### src/rtl/mig_pkg.sv
// Shared types and default sizing for the sequential MIG evaluator.
// The MIG_COMPL_EDGE_EN build macro is consumed by mig_seq_eval, not here.
package mig_pkg;

    localparam int MIG_N_IN    = 7;
    localparam int MIG_N_NODES = 8;

    // Operand select width: const0, every primary input, every node.
    function automatic int mig_selw(input int n_in, input int n_nodes);
        return $clog2(1 + n_in + n_nodes);
    endfunction

    localparam int MIG_SELW = mig_selw(MIG_N_IN, MIG_N_NODES);

    typedef logic [MIG_SELW-1:0] mig_sel_t;

    typedef struct packed {
        mig_sel_t [2:0] sel;
        logic     [2:0] compl;
    } mig_node_t;

    typedef enum logic [1:0] {
        IDLE = 2'd0,
        EVAL = 2'd1,
        DONE = 2'd2
    } mig_state_e;

endpackage

### src/rtl/mig_seq_eval_if.sv
// Config, input-vector and result streams of mig_seq_eval bundled as one interface.
interface mig_seq_eval_if
    import mig_pkg::*;
#(
    parameter int N_IN    = MIG_N_IN,
    parameter int N_NODES = MIG_N_NODES
);
    localparam int SELW = mig_selw(N_IN, N_NODES);
    localparam int AW   = $clog2(N_NODES);

    logic                    cfg_we;
    logic                    cfg_ready;
    logic [AW-1:0]           cfg_addr;
    logic [3*(SELW+1)-1:0]   cfg_node;
    logic [AW:0]             cfg_out;
    logic                    cfg_out_we;
    logic                    in_valid;
    logic                    in_ready;
    logic [N_IN-1:0]         in_x;
    logic                    out_valid;
    logic                    out_ready;
    logic                    out_y;
    logic [N_NODES-1:0]      out_nodes;

    modport master (
        output cfg_we, cfg_addr, cfg_node, cfg_out, cfg_out_we,
        output in_valid, in_x, out_ready,
        input  cfg_ready, in_ready, out_valid, out_y, out_nodes
    );

    modport slave (
        input  cfg_we, cfg_addr, cfg_node, cfg_out, cfg_out_we,
        input  in_valid, in_x, out_ready,
        output cfg_ready, in_ready, out_valid, out_y, out_nodes
    );

endinterface

### src/rtl/mig_maj3.sv
// Three-input majority gate with per-operand optional inversion.
module mig_maj3 (
    input  logic [2:0] op,
    input  logic [2:0] inv,
    output logic       y
);
    logic [2:0] a;

    assign a = op ^ inv;
    assign y = (a[0] & a[1]) | (a[0] & a[2]) | (a[1] & a[2]);

endmodule

### src/rtl/mig_seq_eval.sv
// Programmable MIG evaluator: loadable node table, one majority node per cycle.
// Build macro MIG_COMPL_EDGE_EN enables complemented edges and output inversion.
module mig_seq_eval
    import mig_pkg::*;
#(
    parameter int N_IN    = MIG_N_IN,
    parameter int N_NODES = MIG_N_NODES
) (
    input  logic           clk,
    input  logic           rst_n,
    mig_seq_eval_if.slave  bus
);
    localparam int SELW  = mig_selw(N_IN, N_NODES);
    localparam int AW    = $clog2(N_NODES);
    localparam int NW    = 3 * (SELW + 1);
    localparam int SRC_W = 1 + N_IN + N_NODES;
    localparam int SRC_N = 1 << SELW;

    localparam logic [1:0] S_IDLE = IDLE;
    localparam logic [1:0] S_EVAL = EVAL;
    localparam logic [1:0] S_DONE = DONE;

`ifdef MIG_COMPL_EDGE_EN
    localparam logic COMPL_EN = 1'b1;
`else
    // Complement bits stay in the table but are masked to constant 0 here.
    localparam logic COMPL_EN = 1'b0;
`endif

    logic [1:0]          state;
    logic [AW-1:0]       idx;
    logic [N_IN-1:0]     x_q;
    logic [N_NODES-1:0]  node_q;
    logic [NW-1:0]       table_q [N_NODES];
    logic [AW-1:0]       out_node_q;
    logic                out_compl_q;
    logic                out_y_q;

    logic [NW-1:0]       cur;
    logic [SRC_N-1:0]    src;
    logic [2:0]          op;
    logic [2:0]          inv;
    logic                maj_y;
    logic [N_NODES-1:0]  node_next;

    // Operand space: bit 0 is const0, then inputs, then node registers;
    // selects past the last node land in the zero padding.
    always_comb begin
        cur = table_q[idx];
        src = '0;
        src[SRC_W-1:0] = {node_q, x_q, 1'b0};
        op  = '0;
        inv = '0;
        for (int j = 0; j < 3; j++) begin
            op[j]  = src[cur[j*(SELW+1) +: SELW]];
            inv[j] = cur[j*(SELW+1) + SELW] & COMPL_EN;
        end
        node_next      = node_q;
        node_next[idx] = maj_y;
    end

    mig_maj3 u_maj3 (
        .op  (op),
        .inv (inv),
        .y   (maj_y)
    );

    always_ff @(posedge clk or negedge rst_n) begin
        if (!rst_n) begin
            state       <= S_IDLE;
            idx         <= '0;
            x_q         <= '0;
            node_q      <= '0;
            out_node_q  <= '0;
            out_compl_q <= 1'b0;
            out_y_q     <= 1'b0;
            // NOTE: the node table is small and must read back as zero after reset, so it is reset like plain flops.
            for (int k = 0; k < N_NODES; k++) table_q[k] <= '0;
        end else begin
            case (state)
                S_IDLE: begin
                    if (bus.cfg_we && (int'(bus.cfg_addr) < N_NODES))
                        table_q[bus.cfg_addr] <= bus.cfg_node;
                    if (bus.cfg_out_we) begin
                        out_compl_q <= bus.cfg_out[AW];
                        out_node_q  <= bus.cfg_out[AW-1:0];
                    end
                    if (bus.in_valid) begin
                        x_q    <= bus.in_x;
                        node_q <= '0;
                        idx    <= '0;
                        state  <= S_EVAL;
                    end
                end
                S_EVAL: begin
                    node_q[idx] <= maj_y;
                    if (idx == AW'(N_NODES - 1)) begin
                        out_y_q <= node_next[out_node_q] ^ (out_compl_q & COMPL_EN);
                        state   <= S_DONE;
                    end else begin
                        idx <= idx + AW'(1);
                    end
                end
                S_DONE: begin
                    if (bus.out_ready) state <= S_IDLE;
                end
                default: state <= S_IDLE;
            endcase
        end
    end

    assign bus.cfg_ready = (state == S_IDLE);
    assign bus.in_ready  = (state == S_IDLE);
    assign bus.out_valid = (state == S_DONE);
    assign bus.out_y     = out_y_q;
    assign bus.out_nodes = node_q;

endmodule

### src/flat_wrapper.sv
// flat-port wrapper written by rule: the top's interface ports become plain ports
module mig_seq_eval_flat import mig_pkg::*;
#(
    parameter int N_IN    = MIG_N_IN,
    parameter int N_NODES = MIG_N_NODES
)
  (clk, rst_n, bus_cfg_we, bus_cfg_addr, bus_cfg_node, bus_cfg_out, bus_cfg_out_we, bus_in_valid, bus_in_x, bus_out_ready, bus_cfg_ready, bus_in_ready, bus_out_valid, bus_out_y, bus_out_nodes);
  mig_seq_eval_if #(.N_IN(N_IN), .N_NODES(N_NODES)) bus_i ();
  input  logic clk;
  input  logic rst_n;
  input wire logic [$bits(bus_i.cfg_we)-1:0] bus_cfg_we;
  input wire logic [$bits(bus_i.cfg_addr)-1:0] bus_cfg_addr;
  input wire logic [$bits(bus_i.cfg_node)-1:0] bus_cfg_node;
  input wire logic [$bits(bus_i.cfg_out)-1:0] bus_cfg_out;
  input wire logic [$bits(bus_i.cfg_out_we)-1:0] bus_cfg_out_we;
  input wire logic [$bits(bus_i.in_valid)-1:0] bus_in_valid;
  input wire logic [$bits(bus_i.in_x)-1:0] bus_in_x;
  input wire logic [$bits(bus_i.out_ready)-1:0] bus_out_ready;
  output wire logic [$bits(bus_i.cfg_ready)-1:0] bus_cfg_ready;
  output wire logic [$bits(bus_i.in_ready)-1:0] bus_in_ready;
  output wire logic [$bits(bus_i.out_valid)-1:0] bus_out_valid;
  output wire logic [$bits(bus_i.out_y)-1:0] bus_out_y;
  output wire logic [$bits(bus_i.out_nodes)-1:0] bus_out_nodes;
  assign bus_i.cfg_we = bus_cfg_we;
  assign bus_i.cfg_addr = bus_cfg_addr;
  assign bus_i.cfg_node = bus_cfg_node;
  assign bus_i.cfg_out = bus_cfg_out;
  assign bus_i.cfg_out_we = bus_cfg_out_we;
  assign bus_i.in_valid = bus_in_valid;
  assign bus_i.in_x = bus_in_x;
  assign bus_i.out_ready = bus_out_ready;
  assign bus_cfg_ready = bus_i.cfg_ready;
  assign bus_in_ready = bus_i.in_ready;
  assign bus_out_valid = bus_i.out_valid;
  assign bus_out_y = bus_i.out_y;
  assign bus_out_nodes = bus_i.out_nodes;
  mig_seq_eval #(.N_IN(N_IN), .N_NODES(N_NODES)) u_core (.clk(clk), .rst_n(rst_n), .bus(bus_i));
endmodule
### config.mk
export PLATFORM = sky130hd
export DESIGN_NAME = mig_seq_eval_flat
export DESIGN_NICKNAME = d
export VERILOG_FILES = /design/src/rtl/mig_pkg.sv /design/src/rtl/mig_seq_eval_if.sv /design/src/rtl/mig_maj3.sv /design/src/rtl/mig_seq_eval.sv /design/src/flat_wrapper.sv
export SDC_FILE = /design/constraint.sdc
export NUM_CORES = 1
export LEC_CHECK = 0
export ABC_AREA = 1
export CAP_MARGIN = 40
export CELL_PAD_IN_SITES_DETAIL_PLACEMENT = 0
export CELL_PAD_IN_SITES_GLOBAL_PLACEMENT = 1
export CORE_MARGIN = 8
export CORE_UTILIZATION = 40
export DETAILED_ROUTE_END_ITERATION = 6
export DONT_BUFFER_PORTS = 1
export GPL_TIMING_DRIVEN = 0
export PLACE_DENSITY = 0.75
export SKIP_LAST_GASP = 1
export SYNTH_ARGS = -nofsm -noshare
export SYNTH_HDL_FRONTEND = slang
export SYNTH_SLANG_ARGS = --single-unit
export TNS_END_PERCENT = 20
### constraint.sdc
create_clock -name clk -period 2.69 [get_ports clk]
set_input_delay 0.269 -clock clk [delete_from_list [all_inputs] [get_ports clk]]
set_output_delay 0.269 -clock clk [all_outputs]
set_load 0.005 [all_outputs]
==> results of run 1 <==
-- cell families after synthesis --
logic type,count (synthesis),synth area share
simple gates,457,0.312
buf+inv,137,0.0931
compound gates,139,0.114
fa+ha+maj,2,0.00398
flops,120,0.477
-- flip-flops by register name (all words and copies together), names as in the netlist --
name	flops
u_core.state	2
u_core.x_q	7
u_core.idx	3
u_core.bus.out_y	1
u_core.bus.out_nodes	8
u_core.out_node_q	3
u_core.table_q	96
-- timing repair --
action	CTS	global route
buffers inserted	0	5
pin swaps	0	9
cloned	0	1
resized for setup	3	34
endpoints found under the setup margin	1	3
endpoints found under the hold margin	142	120
-- Yosys cell counts --
master	n	area (µm²)
nand2_1	299	1120
dfrtp_1	120	3000
o21ai_0	111	556
inv_1	93	349
nand3_1	70	350
nor2_1	49	184
clkbuf_1	18	67.6
a21oi_1	15	75.1
inv_2	12	45.0
nand2_2	12	75.1
o22ai_1	8	50.1
buf_6	6	67.6
buf_4	5	37.5
nand2_4	5	56.3
nand3b_1	5	37.5
nand3_2	4	40.0
nor2_4	4	45.0
nor3_1	4	20.0
buf_2	2	10.0
ha_1	2	25.0
nand4_1	2	12.5
o21ai_1	2	10.0
o22a_1	2	17.5
inv_6	1	8.76
nor2_2	1	6.26
nor3b_1	1	7.51
o31ai_1	1	7.51
or2_0	1	6.26
-- worst max-delay path by stage --
stage	to	depth (start not counted)	slack, ns	start
5_1_grt	u_core.bus.out_y	19	0.01	u_core.idx[1]
2_1_floorplan	u_core.bus.out_y	20	0.62	u_core.idx[0]
3_5_place_dp	u_core.bus.out_y	17	-0.1	u_core.idx[0]
3_3_place_gp	u_core.bus.out_y	17	-0.12	u_core.idx[0]
6_report	u_core.bus.out_y	20	0.16	u_core.idx[0]
4_1_cts	u_core.bus.out_y	17	0.06	u_core.idx[0]
-- through the flow --
step | area (µm²) | cells | util
finish | 7460 | 1124 | 0.476
global route | 7460 | 1124 | 0.476
CTS | 7260 | 1118 | 0.464
detailed placement | 6570 | 1072 | 0.420
global placement | 6560 | 1071 | 0.419
floorplan | 6290 | 855 | -
-- layout make-up --
class	count	area (µm²)
fillers	1648	8200
flip-flops and latches	120	3000
multi-input cells	598	2800
clock buffers	22	464
inverters	106	410
well taps	216	270
repair buffers	22	218
plain buffers	31	216
clock inverters	9	76.3
-- per-layer routing --
layer	wire length, µm	share of wire
met3	985	0.051
met1	9140	0.47
met4	347	0.018
met2	9020	0.46
met5	0	0
-- where the power goes --
group | internal (mW) | switching, mW | total [mW]
Clock | 1.30 | 0.808 | 2.11
Sequential | 2.65 | 0.475 | 3.13
Combinational | 1.90 | 3.54 | 5.44
Total | 5.86 | 4.83 | 10.7
-- worst register-to-register path: cells and delay by family (launching register included) --
family	cells	cell delay [ns]
flip-flops	1	0.40
AND/OR/NAND/NOR	15	1.24
buffers and inverters	4	0.49
AO/OA/AOI/OAI	1	0.29
-- layout by cell type, fill, tap and decap left out, types with 4 or more instances in the layout --
master	n
buf_6	7
o21ai_0	110
buf_4	7
inv_1	93
o22ai_1	7
clkbuf_16	18
nand2_2	13
nor3_1	4
nand2_4	9
nor2_1	47
dlygate4sd3_1	15
inv_2	10
dfrtp_1	119
a21oi_1	15
clkbuf_1	21
nand3_1	64
nand3_2	9
nor2_4	5
nand3b_1	5
nand2_1	294
clkinv_2	6
==> results.txt, run 1 <==
Status: complete, but fails checks
Failing checks: hold timing
GPL Wtd Cong: 0.807
Core area: 15700 µm²
M1 GR Usage: 0.272
CP peak stage delay: 0.40 ns
Vias in the first global route: 5506
CTS Buffer Depth: 2
Drt first pass iters: 5
Post-synthesis sequential area ratio: 0.477
CTS sink count: 120
H-tree depth: 4
Grt ovf: 0
Syn Area/Cell: 7.36 µm²
WP data required: 3.00 ns
Crit Path Max Fanout: 10
Synth Warn #: 0
CP max-delay cell: dfrtp_1
Yosys reg bits: 120
Hpwl dp: 13800 µm
Endpoints failing setup: 0
Met3 GRT Util: 0.0410
Met2 Use GR: 0.323
Num rows: 46
Crit path max-delay family: simple AND/OR/NAND/NOR gates
I/O pins: 47
Post-route setup TNS: 0 ns
Syn nets: 892
Die ar.: 20000 µm²
Antenna diodes: 0
Crit path buf inv count: 4
FF-to-FF End: u_core.bus.out_y
Setup CP Type: reg -> reg
Post-Route WL: 19500 µm
Worst-Skew Late Latency: 0.41 ns
Busiest grt layer: met2
Fmax: 396 MHz
FF-to-FF Start: u_core.idx[0]
Startpoint class of the critical path: flip-flop
Leak pwr: 3.80 nW
Fin nets: 933
Clock transition at path regs: 0.05 ns
Mapped cell area: 6290 µm²
Number of max-cap violations: 0
Tcrit/Tclk final: 0.940
Crit path top cell by count: nand2_1
First-pass GRT wire length: 31200 µm
Yosys cell types: 28
P&R area growth vs syn: 18.5%
I/O Buffers: 0
Synthesized instance count: 855
Clock root buffer: clkbuf_16
Hold Path Class: in -> async
Clock Skews: 0.00547 ns
Worst setup margin: 0.162 ns
Reg-to-reg slack, setup: 0.16 ns
Slew headroom: 0.535
1st-iter DRT viols: 443
Post-route minimum period: 2.53 ns
Gr usage total: 0.205
Drc violations: 0
Total power: 10.7 mW
Share of layout cells above drive strength 1: 0.115
Hold_buf cts: 15
Die Y: 141 µm
VDD IR-drop max: 0.721 mV
Initial antenna violation count: 0
Slew @ Worst Pin: 0.697 ns
ANT nets after route: 0
Pre-CTS setup slack: -0.0980 ns
Max Slew Vio Count: 0
CP Cell Sequence: buf_6 -> inv_8 -> buf_12 -> nor2_1 -> o21ai_0 -> nand2_1 -> nand2_1 -> nand2_1 -> inv_1 -> nand3_1 -> nand2_1 -> nand2_1 -> nand2_1 -> nand2_4 -> nand3b_1 -> nand3_2 -> nand3_1 -> nand3_1 -> nand3_1 -> nand2_1
Via-to-Cell Ratio: 5.04
Die W: 141 µm
CP endpoint kind: flip-flop
Critical Path AT: 2.83 ns
TritonCTS clock tree: built
Total CTS buffers: 17
Final hold vios: 120
Pwr per Cell Area: 1430 nW/µm²
Wire length per cell: 17.3 µm
Register-to-Register Path Depth: 20
Initial core utilization: 0.402
Min Hold Slack: -0.450 ns
Vias: 5670
Largest net degree at the start of global routing: 121
Unrepaired setup endpoints after global routing: false
Power figures use the tool's default switching activity.
==> run 2, diff against run 1 <==
--- a/config.mk
+++ b/config.mk
@@ -14,6 +14,7 @@
 export DETAILED_ROUTE_END_ITERATION = 6
 export DONT_BUFFER_PORTS = 1
 export GPL_TIMING_DRIVEN = 0
+export MAX_ROUTING_LAYER = met4
 export PLACE_DENSITY = 0.75
 export SKIP_LAST_GASP = 1
 export SYNTH_ARGS = -nofsm -noshare
==> run 2 against run 1 <==
The run still ends with hold timing left. Via count down 0.19%. Sequential cell count unchanged. Worst hold slack gained 0.0015 ns. Design area did not move. Critical path type unchanged.
==> results.txt, run 2 (same netlist as run 1, synthesis figures left out) <==
Pwr per Cell Area: 1430 nW/µm²
CTS sink count: 120
Share of layout cells above drive strength 1: 0.115
TritonCTS clock tree: built
Max Slew Vio Count: 0
Die Y: 141 µm
ANT nets after route: 0
Crit path max-delay family: simple AND/OR/NAND/NOR gates
Vias: 5659
Initial antenna violation count: 0
Largest net degree at the start of global routing: 121
Min Hold Slack: -0.448 ns
Vias in the first global route: 5516
Startpoint class of the critical path: flip-flop
Failing checks: hold timing
Antenna diodes: 0
Unrepaired setup endpoints after global routing: false
Max reg flops: 96
P_sw: 4.84 mW
VDD IR-drop max: 0.717 mV
Commonest non-fill, non-tap cell in the layout: nand2_1
Die W: 141 µm
H-tree depth: 4
Finished Cell Area: 7460 µm²
CP peak stage delay: 0.40 ns
Fin nets: 933
Combinational share of power: 0.509
Wire length per cell: 17.4 µm
P&R area growth vs syn: 18.5%
Clock transition at path regs: 0.05 ns
Gr usage total: 0.211
Total power: 10.7 mW
Sw Ratio: 0.452
I/O pins: 47
Hold_buf cts: 15
Worst-Skew Late Latency: 0.41 ns
Number of max-cap violations: 0
Most frequent cells in the layout: 294 x nand2_1, 119 x dfrtp_1, 110 x o21ai_0
Slew @ Worst Pin: 0.699 ns
Grt ovf: 0
Placed cell area: 6570 µm²
Clock Skews: 0.00583 ns
Num rows: 46
Status: complete, but fails checks
CP endpoint kind: flip-flop
Via-to-Cell Ratio: 5.03
Sequential share of power: 0.293
CP Cell Sequence: buf_6 -> inv_8 -> buf_12 -> nor2_1 -> o21ai_0 -> nand2_1 -> nand2_1 -> nand2_1 -> inv_1 -> nand3_1 -> nand2_1 -> nand2_1 -> nand2_1 -> nand2_4 -> nand3b_1 -> nand3_2 -> nand3_1 -> nand3_1 -> nand3_1 -> nand2_1
Clock root buffer: clkbuf_16
CTS Buffer Depth: 2
First-pass GRT wire length: 31200 µm
Drt first pass iters: 5
Crit path top cell by count: nand2_1
Core area: 15700 µm²
Tcrit/Tclk final: 0.938
Critical Path AT: 2.83 ns
Die ar.: 20000 µm²
Post-Route WL: 19500 µm
Biggest register: u_core.table_q
Endpoints failing setup: 0
Crit Path Max Fanout: 10
Total CTS buffers: 17
1st-iter DRT viols: 497
Drc violations: 0
Int Pwr: 5.86 mW
Setup CP Type: reg -> reg
WP data required: 3.00 ns
Final hold vios: 120
Post-route minimum period: 2.52 ns
Fmax: 396 MHz
Initial core utilization: 0.402
CP max-delay cell: dfrtp_1
Slew headroom: 0.534
Post-route setup TNS: 0 ns
Clock power frac: 0.198
I/O Buffers: 0
Hold Path Class: in -> async
Hpwl dp: 13800 µm
Leak pwr: 3.80 nW
GPL Wtd Cong: 0.819
Crit path buf inv count: 4
[run 2: cell counts in the layout (fill, tap and decap cells not counted)]
Identical to the previous run, type by type.
[run 2: timing repair]
item	in CTS	in global routing
endpoints found under the hold margin	142	120
gates resized for setup	3	34
setup endpoints to repair	1	3
pin swaps	0	9
cloned	0	1
buffers inserted	0	5
[run 2: path summary, 6_finish.rpt]
kind | cells after the start | endpoint | slack, ns | from
worst max-delay path | 20 | u_core.bus.out_y | 0.17 | u_core.idx[0]
worst min-delay path | 0 | u_core.table_q[116] | -0.45 | rst_n
worst max register to register | 20 | u_core.bus.out_y | 0.17 | u_core.idx[0]
worst min register to register | 2 | u_core.table_q[47] | 0.48 | u_core.table_q[47]
max in group asynchronous | 0 | u_core.idx[2] | 2.96 | rst_n
min in group clk | 2 | u_core.x_q[1] | 0.01 | bus_in_x[1]
[run 2: layout make-up]
class | count | area (µm²)
Sequential cell | 120 | 3000
Clock buffer | 22 | 464
Buffer | 31 | 216
Tap cell | 216 | 270
Multi-Input combinational cell | 598 | 2800
Clock inverter | 9 | 76.3
Timing Repair Buffer | 22 | 218
Inverter | 106 | 410
Fill cell | 1648 | 8200
[run 2: metrics by stage]
stage | cells | setup slack, ns | utilization
5_1_grt | 1124 | 0.00974 | 0.476
6_report | 1124 | 0.166 | 0.476
2_1_floorplan | 855 | 0.619 | -
3_5_place_dp | 1072 | -0.0980 | 0.420
4_1_cts | 1118 | 0.0606 | 0.464
3_3_place_gp | 1071 | -0.122 | 0.419
[run 2: per-layer routing]
layer / up-vias / part of all wire / track usage
met5: - / 0 / -
met4: 0 / 0.018 / 0.0808
met3: 24 / 0.051 / 0.0417
met2: 148 / 0.46 / 0.322
met1: 2702 / 0.47 / 0.272
li1: 2785 / - / -
[run 2: power groups by stage]
stage	Combinational (mW)	Clock [mW]	Sequential, mW
2_1_floorplan	3.80	0	3.00
3_3_place_gp	4.99	0	3.12
3_5_place_dp	5.02	0	3.14
4_1_cts	5.07	2.15	3.12
5_1_grt	6.14	2.24	3.23
6_report	5.45	2.11	3.13
